===== src/rtl/pacman_move_ctrl.sv =====
// pacman_move_ctrl: per-sprite movement controller.
// It queries the valid-move detector once per TICK_DIV frames and waits for the
// one-hot answer. It holds a requested turn until that turn becomes legal, then
// steps the sprite position with wrap-around at the screen edges.
// Optional build macro: MOVE_TIMEOUT_EN. When defined, an outstanding query is
// abandoned after TIMEOUT_CYC cycles and q_err pulses. When undefined, REQ waits
// indefinitely and q_err is tied to 0.
module pacman_move_ctrl #(
   parameter logic [10:0] START_X     = 11'd320,
   parameter logic [9:0]  START_Y     = 10'd240,
   parameter logic [10:0] MAX_X       = 11'd639,
   parameter logic [9:0]  MAX_Y       = 10'd479,
   parameter logic [3:0]  STEP        = 4'd1,
   parameter logic [3:0]  TICK_DIV    = 4'd4,
   parameter logic [7:0]  TIMEOUT_CYC = 8'd64
) (
   input  logic        clk,
   input  logic        rst,
   input  logic        frame_tick,
   input  logic [3:0]  dir_req,
   input  logic        dir_req_vld,
   output logic [10:0] query_x,
   output logic [9:0]  query_y,
   output logic        query_vld,
   input  logic [3:0]  moves,
   input  logic        moves_vld,
   output logic [10:0] pos_x,
   output logic [9:0]  pos_y,
   output logic [3:0]  cur_dir,
   output logic        stalled,
   output logic        step_done,
   output logic        q_err
);

   localparam logic [3:0] DIR_R = 4'b0001;
   localparam logic [3:0] DIR_U = 4'b0010;
   localparam logic [3:0] DIR_D = 4'b0100;
   localparam logic [3:0] DIR_L = 4'b1000;

   typedef enum logic [1:0] {S_IDLE, S_REQ, S_APPLY} state_t;

   state_t      r_state;
   logic [3:0]  r_tick_cnt;
   logic        r_pending;
   logic [3:0]  r_queued;
   logic [3:0]  r_cur_dir;
   logic [3:0]  r_moves;
   logic [10:0] r_pos_x;
   logic [9:0]  r_pos_y;
   logic [10:0] r_query_x;
   logic [9:0]  r_query_y;
   logic        r_query_vld;
   logic        r_stalled;
   logic        r_step_done;
`ifdef MOVE_TIMEOUT_EN
   logic [7:0]  r_to_cnt;
   logic        r_q_err;
`endif

   logic        w_req_onehot;
   logic        w_tick_expire;
   logic        w_take_pending;
   logic        w_apply;
   logic        w_queue_legal;
   logic [3:0]  w_eff_dir;
   logic        w_can_step;
   logic [10:0] w_x_inc;
   logic [10:0] w_x_dec;
   logic [10:0] w_y_inc;
   logic [10:0] w_y_dec;
   logic [10:0] w_next_x;
   logic [9:0]  w_next_y;
   logic        w_unused;

   // Add STEP; a result past vmax re-enters from 0 on the same axis.
   function automatic logic [10:0] f_inc_wrap(input logic [10:0] v, input logic [10:0] vmax);
      logic [11:0] sum;
      sum = {1'b0, v} + {8'b0, STEP};
      if (sum > {1'b0, vmax})
         sum = sum - {1'b0, vmax} - 12'd1;
      return sum[10:0];
   endfunction

   // Subtract STEP; going below 0 re-enters from vmax on the same axis.
   function automatic logic [10:0] f_dec_wrap(input logic [10:0] v, input logic [10:0] vmax);
      logic [11:0] res;
      if (v < {7'b0, STEP})
         res = {1'b0, vmax} + 12'd1 + {1'b0, v} - {8'b0, STEP};
      else
         res = {1'b0, v} - {8'b0, STEP};
      return res[10:0];
   endfunction

   assign w_req_onehot   = dir_req_vld && ((dir_req == DIR_R) || (dir_req == DIR_U) ||
                                           (dir_req == DIR_D) || (dir_req == DIR_L));
   assign w_tick_expire  = frame_tick && (r_tick_cnt == (TICK_DIV - 4'd1));
   assign w_take_pending = (r_state == S_IDLE) && r_pending;
   assign w_apply        = (r_state == S_APPLY);
   assign w_queue_legal  = |(r_queued & r_moves);
   assign w_eff_dir      = w_queue_legal ? r_queued : r_cur_dir;
   assign w_can_step     = |(w_eff_dir & r_moves);

   // The y axis runs through the 11-bit helpers zero-extended; results never exceed MAX_Y.
   assign w_x_inc = f_inc_wrap(r_pos_x, MAX_X);
   assign w_x_dec = f_dec_wrap(r_pos_x, MAX_X);
   assign w_y_inc = f_inc_wrap({1'b0, r_pos_y}, {1'b0, MAX_Y});
   assign w_y_dec = f_dec_wrap({1'b0, r_pos_y}, {1'b0, MAX_Y});
   assign w_unused = ^{w_y_inc[10], w_y_dec[10], TIMEOUT_CYC};

   // Candidate position for this attempt along the effective heading (screen y grows downward).
   always_comb begin
      w_next_x = r_pos_x;
      w_next_y = r_pos_y;
      if (w_can_step) begin
         case (w_eff_dir)
            DIR_R:   w_next_x = w_x_inc;
            DIR_L:   w_next_x = w_x_dec;
            DIR_D:   w_next_y = w_y_inc[9:0];
            DIR_U:   w_next_y = w_y_dec[9:0];
            default: ;
         endcase
      end
   end

   // Direction buffer: the latest one-hot request wins; it is consumed once it becomes the heading.
   always_ff @(posedge clk) begin
      if (rst)
         r_queued <= 4'b0000;
      else if (w_req_onehot)
         r_queued <= dir_req;
      else if (w_apply && w_queue_legal)
         r_queued <= 4'b0000;
   end

   // Frame divider: one pending attempt flag, never more than one outstanding.
   always_ff @(posedge clk) begin
      if (rst) begin
         r_tick_cnt <= 4'd0;
         r_pending  <= 1'b0;
      end else begin
         if (frame_tick)
            r_tick_cnt <= w_tick_expire ? 4'd0 : r_tick_cnt + 4'd1;
         if (w_tick_expire)
            r_pending <= 1'b1;
         else if (w_take_pending)
            r_pending <= 1'b0;
      end
   end

   // Query / answer / apply sequencer with registered outputs.
   always_ff @(posedge clk) begin
      if (rst) begin
         r_state     <= S_IDLE;
         r_query_x   <= START_X;
         r_query_y   <= START_Y;
         r_query_vld <= 1'b0;
         r_moves     <= 4'b0000;
         r_pos_x     <= START_X;
         r_pos_y     <= START_Y;
         r_cur_dir   <= 4'b0000;
         r_stalled   <= 1'b0;
         r_step_done <= 1'b0;
`ifdef MOVE_TIMEOUT_EN
         r_to_cnt    <= 8'd0;
         r_q_err     <= 1'b0;
`endif
      end else begin
         r_step_done <= 1'b0;
`ifdef MOVE_TIMEOUT_EN
         r_q_err     <= 1'b0;
`endif
         case (r_state)
            S_IDLE: begin
               if (r_pending) begin
                  r_query_x   <= r_pos_x;
                  r_query_y   <= r_pos_y;
                  r_query_vld <= 1'b1;
`ifdef MOVE_TIMEOUT_EN
                  r_to_cnt    <= 8'd0;
`endif
                  r_state     <= S_REQ;
               end
            end
            S_REQ: begin
               if (moves_vld) begin
                  r_moves     <= moves;
                  r_query_vld <= 1'b0;
                  r_state     <= S_APPLY;
               end
`ifdef MOVE_TIMEOUT_EN
               else if (r_to_cnt == (TIMEOUT_CYC - 8'd1)) begin
                  r_query_vld <= 1'b0;
                  r_q_err     <= 1'b1;
                  r_stalled   <= 1'b1;
                  r_state     <= S_IDLE;
               end else begin
                  r_to_cnt    <= r_to_cnt + 8'd1;
               end
`endif
            end
            S_APPLY: begin
               // A blocked attempt keeps the heading so it resumes once the way opens.
               r_cur_dir   <= w_eff_dir;
               r_pos_x     <= w_next_x;
               r_pos_y     <= w_next_y;
               r_stalled   <= ~w_can_step;
               r_step_done <= 1'b1;
               r_state     <= S_IDLE;
            end
            default: r_state <= S_IDLE;
         endcase
      end
   end

   assign query_x   = r_query_x;
   assign query_y   = r_query_y;
   assign query_vld = r_query_vld;
   assign pos_x     = r_pos_x;
   assign pos_y     = r_pos_y;
   assign cur_dir   = r_cur_dir;
   assign stalled   = r_stalled;
   assign step_done = r_step_done;
`ifdef MOVE_TIMEOUT_EN
   assign q_err     = r_q_err;
`else
   assign q_err     = 1'b0;
`endif

endmodule


===== config.mk =====
export PLATFORM = sky130hd
export DESIGN_NAME = pacman_move_ctrl
export DESIGN_NICKNAME = d
export VERILOG_FILES = /design/src/rtl/pacman_move_ctrl.sv
export SDC_FILE = /design/constraint.sdc
export NUM_CORES = 1
export LEC_CHECK = 0
export CORE_UTILIZATION = 54
export DETAILED_ROUTE_END_ITERATION = 10
export PLACE_DENSITY_LB_ADDON = 0.2
export SKIP_LAST_GASP = 1
export SYNTH_ARGS = -nofsm -noshare
export SYNTH_HDL_FRONTEND = slang
export SYNTH_SLANG_ARGS = --single-unit
export TNS_END_PERCENT = 1

===== constraint.sdc =====
create_clock -name clk -period 2.72 [get_ports clk]
set_input_delay 0.544 -clock clk [delete_from_list [all_inputs] [get_ports clk]]
set_output_delay 0.544 -clock clk [all_outputs]
set_load 0.02 [all_outputs]

# --- Word-level counts from Yosys, hierarchy flattened ---
# Index checks and enable logic that the tools add are counted.
word_totals:
  romBits: 0
  output_inout_bits: 50
  latchBits: 0
  regBits: 64
  ramBits: 0
  memories: 0
op_classes:
  n_mul: 0
  n_bitwise: 3
  addsub: 13
  muxes: 19
  div_mod_pow: 0
  n_shift: 0
  order_cmp: 4
  n_eq_ne: 13
  n_reduce_logical: 21
ops:
  columns: ["operator", "n"]
  rows:
  - ["$sub A11 B1 Y11 const B", 3]
  - ["$sub A10 B1 Y10 const B", 3]
  - ["$mux W11", 2]
  - ["$pmux W11 S2", 1]
  - ["$mux W10", 2]
  - ["$pmux W10 S2", 1]
  - ["$mux W4", 4]
  - ["$add A11 B1 Y12 const B", 1]
  - ["$eq A4 B2 Y1 const B", 3]
  - ["$gt A12 B10 Y1 const B", 1]
  - ["$add A10 B1 Y11 const B", 1]
  - ["$add A10 B11 Y11 const A", 1]
  - ["$gt A11 B9 Y1 const B", 1]
  - ["$lt A11 B1 Y1 const B", 1]
  - ["$sub A11 B10 Y11 const B", 1]
  - ["$add A9 B10 Y10 const A", 1]
  - ["$lt A10 B1 Y1 const B", 1]
  - ["$reduce_bool A2 Y1", 5]
  - ["$sub A10 B9 Y10 const B", 1]
  - ["$reduce_and A3 Y1", 3]
  - ["$and A4 B4 Y4", 2]
  - ["$eq A4 B1 Y1 const B", 2]
  - ["$eq A4 B3 Y1 const B", 2]
  - ["$eq A4 B4 Y1 const B", 2]
  - ["other kinds (14)", 28]

# --- Depth between registers and ports, before layout ---
# Gate-level depths: netlist (run 1).
logic_depth:
  word_depth: 6
  mapped_depth: 10

# --- Least setup slack after synthesis (run 1) ---
# No wires, ideal clock.
synth_path:
  kind: "reg2reg"
  start: "register r_pos_y[3], in the netlist pos_y[3]"
  end: "register r_pos_y[8], in the netlist pos_y[8]"
  stages_incl_launch_ff: 11
  t_required_ps: 2646
  path_slack_ps: 120
  t_arrival_ps: 2525
  cell_sequence: "dfxtp_1 clkbuf_1 and3_1 nand3_1 xnor2_1 ha_1 and3_1 a32oi_1 nand4_1 a311o_1 a31oi_1"
synth_between:
  elab_chain_cells: 5
synth_lines:
  columns: ["item", "line", "source"]
  rows:
  - ["start, declared", "49", "logic [9:0] r_pos_y;"]
  - ["start signal, assigned", "205", "r_pos_y <= w_next_y;"]
  - ["$add A10 B1 Y11", "78", "sum = {1'b0, v} + {8'b0, STEP};"]
  - ["$sub A10 B9 Y10", "80", "sum = sum - {1'b0, vmax} - 12'd1;"]
  - ["$sub A10 B1 Y10", "80", null]
  - ["$mux W10", "79", "if (sum > {1'b0, vmax})"]
  - ["$pmux W10 S2 *", "115", "case (w_eff_dir)"]
# Mark *: on every way between the ends. The rest lies on a longest branch, timed or not.
# A chain may end at the register's enable or synchronous reset.

# --- Final worst setup path (run 1) ---
layout_path:
  start: "register r_pos_y[1], in the netlist pos_y[1]"
  end: "register r_pos_y[7], in the netlist pos_y[7]"
# Same word-level chain as after synthesis.

==> flow_metrics.tcl, run 1 <==
set metrics [dict create \
    status "complete, no violations" \
    h-tree-depth 3 \
    area_delta_synth_final_pct 24.7 \
    synth_edf_count 0 \
    timing.critical_path.slowest_stage_cell "a2111oi_0" \
    crit_family "compound AO/OA/AOI/OAI gates" \
    fill_cells 615 \
    whs_endpoint "query_y[2]$_SDFFE_PP0P_" \
    dieArea_um2 7590 \
    yosys-top-cells-area "dfxtp_1 (33%), nand2_1 (5.9%), mux2i_1 (4.9%)" \
    num_io_pins 63 \
    avgSynthCellArea_um2 7.80 \
    clk_pin_slew_ns 0.08 \
    ys.flop_type "dfxtp_1" \
    clk_latency_ns 0.36 \
    critPathRequiredTime_ns 2.94 \
    synth_compound_area_share_pct 19.8 \
    overflow 0 \
    row_count 30 \
    ys_seq_elements 64 \
    synth_xor_area_share_pct 3.58 \
    yosysSeqAreaShare_pct 32.7 \
    setup_viol 0 \
    fin_crit_ns 2.71 \
    worstHoldStart "query_y[2]$_SDFFE_PP0P_" \
    power.density_nw_per_um2 404 \
    p_clk_share_pct 47.8 \
    drv_slew 0 \
    antennaDiodeCount 0 \
    met1Wirelength_um 4610 \
    crit_type "reg -> reg" \
    clock-root-buffer "clkbuf_8" \
    initial_core_util_pct 56.7 \
    tightest_slew_ns 0.816 \
    yosys.area.top_type "dfxtp_1" \
    cp_cell_sequence "ha_1, buf_4, a2111oi_0, buf_4, o221ai_1, and3_1, nor4_1, o31ai_1" \
    multiInputGateArea_um2 2430 \
    cts_tree "done" \
    syn_nets 523 \
    r2r_end "pos_y[7]$_SDFFE_PP1P_" \
    fin_nets 583 \
    start_kind "register" \
    pre_cts_ws_ns 0.132 \
    max_freq_ghz 0.370 \
    die_h_um 87.1 \
    fin_ws_ns 0.0142 \
    arrival_ns 2.93 \
    final_common_cell "dfxtp_1" \
    p_sw_mw 0.468 \
    seqCellArea_um2 1280 \
    worst-path-buf-inv 2 \
    post_cts_resized 0 \
    grt_pass1_vias 3637 \
    fin_crit_sh_pct 99.5 \
    yosys.cell_types.count 68 \
    layout_common_cells "dfxtp_1 (64), nand2_1 (62), clkdlybuf4s50_1 (60)" \
    leakage_nw 1.80 \
    reg2reg_slack_ns 0.01 \
    max-clock-path-buffers 2 \
    crit_start "pos_y[1]$_SDFFE_PP0P_" \
    wl_met3_um 619 \
    cp_slowest_stage_delay_ns 0.59 \
    r2r_start "pos_y[1]$_SDFFE_PP0P_" \
    hold_buffers 0 \
    drc 0 \
    cp_max_fo 9 \
    cp-end-kind "register" \
    grt_pass1_wl_um 17100 \
    worst_clock_skew_ns 0.0130 \
    hold_ws_ns 0.457 \
    max-slew-margin-rel_pct 45.5 \
    gr-usage-all-layers_pct 28.7 \
    holdPathStages 2 \
    place_hpwl_um 7370 \
    min_path_type "reg -> reg" \
    path_common_cell "buf_4" \
    routed-wl-met2_um 5010 \
    hold_viol_final 0 \
    peakVddDrop_v 0.000323 \
    synth_top_area_share_pct 32.7 \
    numCtsBuffers 9 \
    clkSinkCount 64 \
    highest_layer "met4" \
    portBuffers 61 \
    swShare_pct 23.7 \
    muxShareOfSynthArea_pct 6.01 \
    dieWidth_um 87.1 \
    p_seq_share_pct 48.2 \
    drt_wl_total_um 10400 \
    antenna_found_initial 0 \
    synthAdderAreaFrac_pct 2.56 \
    drt_first_pass_iters 6 \
    detail-route-antenna-nets 0 \
    synth_top_family_by_area "simple AND/OR/NAND/NOR gates" \
    comb_power_share_pct 4.0 \
    max-cap-violations 0 \
    rsz0062_at_grt "yes" \
    p_int_mw 1.50 \
    drive_gt1_share_pct 8.99 \
    cts_setup_buffers 0 \
    synth_area_um2 3920 \
    async_flop_share_pct 0 \
    gp_congestion 0.907 \
    viasPerCell 6.06 \
    synthCells 502 \
    rr_worst_depth 8 \
    fin_util_pct 70.7 \
    drtIter0Drc 227 \
    vias 4016 \
    wl_per_cell_um 15.7 \
    synth_warnings 0 \
    synthSimpleGateAreaFrac_pct 29.8 \
    coreArea_um2 6910 \
    grt_max_degree 33 \
]
-- power groups by stage --
stage | Clock (mW) | Sequential, mW | Combinational (mW)
3_5_place_dp | 0 | 0.972 | 0.0787
3_3_place_gp | 0 | 0.971 | 0.0769
6_report | 0.942 | 0.950 | 0.0787
5_1_grt | 0.987 | 0.951 | 0.0876
4_1_cts | 0.953 | 0.950 | 0.0790
2_1_floorplan | 0 | 0.973 | 0.0410
-- Yosys cell counts, drive strengths merged (14+ instances only) --
cell / instances
dfxtp: 64
nand2: 62
nor2: 49
a21oi: 37
nand3: 26
clkbuf: 22
mux2i: 19
o21ai: 16
nor3: 15
inv: 14
nand4: 14
-- logic make-up after synthesis --
logic type,Yosys count
AOI/OAI and AO/OA,110
xor gates and xnor gates,16
adders and majority gates,8
buffers and inverters,49
DFF,64
muxes,23
other,1
and+or+nand+nor,231
-- through the flow --
step | setup TNS (ns) | instances | power, mW | area [um2]
floorplan | 0 | 502 | 1.01 | 3920
global placement | 0 | 647 | 1.05 | 4650
detailed placement | 0 | 647 | 1.05 | 4650
CTS | 0 | 663 | 1.98 | 4880
global route | -0.269 | 663 | 2.03 | 4880
finish | 0 | 663 | 1.97 | 4880
-- tightest hold or removal path, cell delays in order (launching register included) --
cell and delay, ns:
dfxtp_1 0.31, nand2_1 0.05, a21oi_1 0.05
-- how the worst max path moves through the flow --
stage                            endpoint  slack, ns  depth (start not counted)
floorplan           pos_y[8]$_SDFFE_PP0P_       0.12                         10
global placement    pos_y[8]$_SDFFE_PP0P_       0.24                          9
detailed placement  pos_y[7]$_SDFFE_PP1P_       0.13                          8
CTS                 pos_y[7]$_SDFFE_PP1P_       0.12                          8
global route        pos_y[8]$_SDFFE_PP0P_      -0.13                          9
finish              pos_y[7]$_SDFFE_PP1P_       0.01                          8
-- routing by layer --
metal	GRT usage (%)	up-vias
li1	-	1951
met1	37.6	1887
met2	47.2	159
met3	4.17	19
met4	12.7	0
met5	0	-
-- layout make-up --
cell class / count / area share [%]
multi-input combinational: 389 / 49.7
clock inverter: 7 / 2.13
timing repair buffer: 83 / 15.8
sequential: 64 / 26.2
clock buffer: 9 / 2.54
inverter: 15 / 1.15
tap: 96 / 2.46
-- sequential cells by signal (all words and copies together) (netlist names) --
name,flops
pos_x,11
r_pending,1
query_x,11
r_moves,4
query_y,10
cur_dir,4
query_vld,1
r_state,2
r_tick_cnt,4
step_done,1
r_queued,4
stalled,1
pos_y,10
Note: power is estimated with default switching activity, not from simulation.
==> run 2: changes to the inputs <==
Settings changed: PLACE_DENSITY from default to 0.8, PLACE_DENSITY_LB_ADDON 0.2 to default.
==> flow_metrics.tcl, run 2 (same netlist as run 1, synthesis figures left out) <==
set metrics [dict create \
    status "complete, no violations" \
    max-slew-margin-rel_pct 42.3 \
    crit_type "reg -> reg" \
    gp_congestion 0.909 \
    drc 0 \
    clk_pin_slew_ns 0.08 \
    wl_per_cell_um 15.3 \
    final_common_cell "dfxtp_1" \
    cp-end-kind "register" \
    p_sw_mw 0.443 \
    start_kind "register" \
    fin_crit_ns 2.59 \
    min_path_type "reg -> reg" \
    cp_max_fo 18 \
    timing.critical_path.slowest_stage_cell "or2_1" \
    max-cap-violations 0 \
    initial_core_util_pct 56.7 \
    drv_slew 0 \
    die_h_um 87.1 \
    worst_clock_skew_ns 0.00631 \
    drive_gt1_share_pct 8.67 \
    overflow 0 \
    dieWidth_um 87.1 \
    area_delta_synth_final_pct 23.4 \
    pre_cts_ws_ns 0.128 \
    cp_cell_sequence "a222oi_1, buf_4, a211oi_1, a211oi_1, or2_1, nor2_1, a311oi_1" \
    max_freq_ghz 0.386 \
    drt_first_pass_iters 5 \
    clkSinkCount 64 \
    grt_max_degree 26 \
    fin_nets 581 \
    power.density_nw_per_um2 381 \
    grt_pass1_wl_um 16800 \
    drtIter0Drc 324 \
    p_int_mw 1.40 \
    antenna_found_initial 0 \
    peakVddDrop_v 0.000522 \
    clock-root-buffer "clkbuf_8" \
    p_seq_share_pct 51.6 \
    arrival_ns 2.84 \
    place_hpwl_um 7160 \
    path_common_cell "a211oi_1" \
    layout_common_cells "dfxtp_1 (64), nand2_1 (61), clkdlybuf4s50_1 (60)" \
    clk_latency_ns 0.34 \
    reg2reg_slack_ns 0.13 \
    coreArea_um2 6910 \
    antennaDiodeCount 0 \
    num_io_pins 63 \
    portBuffers 61 \
    vias 3962 \
    fin_crit_sh_pct 95.4 \
    fin_util_pct 70.0 \
    cp_slowest_stage_delay_ns 0.56 \
    critPathRequiredTime_ns 2.97 \
    detail-route-antenna-nets 0 \
    cts_tree "done" \
    swShare_pct 24.0 \
    fin_ws_ns 0.126 \
    p_total_mw 1.84 \
    row_count 30 \
    tightest_slew_ns 0.864 \
    worst-path-buf-inv 1 \
    comb_power_share_pct 4.2 \
    gr-usage-all-layers_pct 28.1 \
    hold_viol_final 0 \
    h-tree-depth 3 \
    hold_buffers 0 \
    rsz0062_at_grt "yes" \
    numCtsBuffers 9 \
    p_clk_share_pct 44.2 \
    grt_pass1_vias 3619 \
    viasPerCell 5.99 \
    max-clock-path-buffers 2 \
    drt_wl_total_um 10100 \
    setup_viol 0 \
    crit_family "compound AO/OA/AOI/OAI gates" \
    leakage_nw 1.78 \
    dieArea_um2 7590 \
    cts_setup_buffers 0 \
]
-- run 2: layer usage --
layer	wire length (um)	GRT usage [%]
met5	0	0
met4	192	11.9
met3	669	6.26
met2	4710	44.9
met1	4530	36.6
-- run 2: path summary, 6_finish.rpt --
path,from,end,cells past startpoint
setup / recovery,r_queued[0]$_SDFFE_PP0P_,pos_y[9]$_SDFFE_PP0P_,7
hold / removal,query_y[8]$_SDFFE_PP0P_,query_y[8]$_SDFFE_PP0P_,2
setup reg to reg,r_queued[0]$_SDFFE_PP0P_,pos_y[9]$_SDFFE_PP0P_,7
hold reg to reg,query_y[8]$_SDFFE_PP0P_,query_y[8]$_SDFFE_PP0P_,2
-- run 2: worst reg2reg max path: cells and delay by family, from the launching register on --
family / cells / cell delay [ns]
AND/OR/NAND/NOR: 2 / 0.69
buffers and inverters: 1 / 0.26
AO/OA/AOI/OAI: 4 / 1.17
flip-flops: 1 / 0.38
-- run 2: final cells by class --
type | instances | area, um2
multi-input combinational | 389 | 2420
fill | 582 | 2070
sequential | 64 | 1280
timing repair buffer | 81 | 756
clock buffer | 9 | 124
tap | 96 | 120
clock inverter | 7 | 72.6
inverter | 15 | 56.3
-- run 2: timing repair --
action | CTS | global route
endpoints found under the setup margin | 0 | 8
hold endpoints to repair | 0 | 0
resized for setup | 0 | 1
-- run 2: power groups by stage --
stage / Combinational [mW] / Sequential, mW / Clock (mW)
floorplan: 0.0410 / 0.973 / 0
global placement: 0.0757 / 0.972 / 0
global route: 0.0842 / 0.952 / 0.866
finish: 0.0773 / 0.951 / 0.815
CTS: 0.0772 / 0.951 / 0.828
detailed placement: 0.0770 / 0.973 / 0
-- run 2: stage by stage --
stage / cells / setup TNS, ns / hold slack (ns) / instance area, um2
2_1_floorplan: 502 / 0 / 0.437 / 3920
3_3_place_gp: 645 / 0 / 0.443 / 4630
3_5_place_dp: 645 / 0 / 0.447 / 4630
4_1_cts: 661 / 0 / 0.458 / 4830
5_1_grt: 661 / -0.147 / 0.475 / 4830
6_report: 661 / 0 / 0.455 / 4830
==> run 3: changes to the inputs <==
Settings changed: CORE_UTILIZATION 54 to 49, PLACE_DENSITY 0.8 to 0.77.
Clock period 2.72 ns to 2.18 ns, I/O delays scaled along.
==> flow_metrics.tcl, run 3 (same netlist as run 1, synthesis figures left out) <==
set metrics [dict create \
    wl_per_cell_um 16.3 \
    cp_cell_sequence "buf_4, nand4_1, nor3_2, mux2i_2, nand4_1, a311o_1, a31oi_1" \
    path_common_cell "nand4_1" \
    drc 0 \
    p_total_mw 2.37 \
    hold_ws_ns 0.398 \
    portBuffers 61 \
    h-tree-depth 3 \
    critPathRequiredTime_ns 2.45 \
    crit_start "pos_y[5]$_SDFFE_PP1P_" \
    antennaDiodeCount 0 \
    max-clock-path-buffers 2 \
    cp_slowest_stage_delay_ns 0.48 \
    peakVddDrop_v 0.000395 \
    tns_ns -0.243 \
    vias 4516 \
    detail-route-antenna-nets 0 \
    cp_max_fo 9 \
    holdPathStages 2 \
    num_io_pins 63 \
    antenna_found_initial 0 \
    min_path_type "in -> reg" \
    cts_tree "done" \
    gr-usage-all-layers_pct 28.7 \
    final_common_cell "buf_4" \
    crit_type "reg -> reg" \
    overflow 0 \
    rr_worst_depth 7 \
    drt_first_pass_iters 6 \
    gp_congestion 0.944 \
    viasPerCell 6.02 \
    numCtsBuffers 9 \
    dieWidth_um 91.4 \
    rsz0062_at_grt "yes" \
    fin_nets 664 \
    grt_pass1_wl_um 19400 \
    pre_cts_ws_ns -0.154 \
    arrival_ns 2.53 \
    drt_wl_total_um 12200 \
    grt_max_degree 26 \
    crit_family "simple AND/OR/NAND/NOR gates" \
    leakage_nw 2.24 \
    drive_gt1_share_pct 26.9 \
    fin_crit_sh_pct 104 \
    cp-end-kind "register" \
    fin_crit_ns 2.26 \
    die_h_um 91.4 \
    initial_core_util_pct 50.7 \
    clock-root-buffer "clkbuf_8" \
    r2r_end "pos_y[8]$_SDFFE_PP0P_" \
    power.density_nw_per_um2 415 \
    fin_ws_ns -0.0796 \
    drv_slew 0 \
    clkSinkCount 64 \
    failed_checks "negative setup slack" \
    hold_buffers 0 \
    max_freq_ghz 0.443 \
    area_delta_synth_final_pct 46.1 \
    place_hpwl_um 8270 \
    start_kind "register" \
    clk_latency_ns 0.34 \
    crit_path_end "pos_y[8]$_SDFFE_PP0P_" \
    row_count 32 \
    dieArea_um2 8350 \
    setup_viol 9 \
    r2r_start "pos_y[5]$_SDFFE_PP1P_" \
    tightest_slew_ns 0.757 \
    timing.critical_path.slowest_stage_cell "dfxtp_1" \
    max-slew-margin-rel_pct 49.4 \
    grt_pass1_vias 4134 \
    worst_clock_skew_ns 0.00872 \
    coreArea_um2 7730 \
    max-cap-violations 0 \
    worst-path-buf-inv 1 \
    status "finished with violations" \
    clk_pin_slew_ns 0.08 \
    reg2reg_slack_ns -0.08 \
    drtIter0Drc 337 \
    layout_common_cells "buf_4 (98), nand2_1 (60), clkdlybuf4s50_1 (60)" \
    hold_viol_final 0 \
    worst-path-stages 7 \
]
-- run 3: worst min path at each step --
stage	from	to	slack, ns
after global placement	query_x[0]$_SDFFE_PP0P_	query_x[0]$_SDFFE_PP0P_	0.44
after CTS	rst	query_x[5]$_SDFFE_PP0P_	0.39
final	rst	query_x[5]$_SDFFE_PP0P_	0.40
after global routing	rst	query_x[5]$_SDFFE_PP0P_	0.38
after floorplan	r_state[1]$_SDFFE_PP0P_	r_state[0]$_SDFFE_PP0P_	0.44
after detailed placement	query_x[9]$_SDFFE_PP0P_	query_x[9]$_SDFFE_PP0P_	0.45
-- run 3: power by group --
part / switching, mW / internal, mW
sequential: 0.00721 / 1.17
clock: 0.520 / 0.563
combinational: 0.0600 / 0.0468
total: 0.588 / 1.78
-- run 3: stage by stage --
stage / cell area (um2) / instances / util, %
after floorplan: 3970 / 502 / -
after CTS: 5550 / 743 / 71.8
final: 5720 / 750 / 74.0
after detailed placement: 5230 / 723 / 67.6
after global placement: 5230 / 723 / 67.6
after global routing: 5720 / 750 / 74.0
-- run 3: repair_timing --
action | CTS | global route
endpoints found under the setup margin | 21 | 20
buffers inserted | 4 | 7
gates resized for setup | 23 | 29
pin swaps | 2 | 13
-- run 3: final cells by class --
type                            instances  area [um2]
Clock buffer                           10         138
Timing Repair Buffer                  164        1410
Sequential cell                        64        1300
Inverter                               15        56.3
Clock inverter                          6        67.6
Multi-Input combinational cell        389        2630
Tap cell                              102         128
Fill cell                             564        2010
-- run 3: routing by layer --
layer | global-route usage [%] | vias up | wire [um] | part of all wire [%]
li1 | - | 2107 | - | -
met1 | 36.8 | 2114 | 5100 | 42
met2 | 48.0 | 254 | 5890 | 48
met3 | 5.11 | 41 | 950 | 7.8
met4 | 10.1 | 0 | 295 | 2.4
met5 | 0 | - | 0 | 0
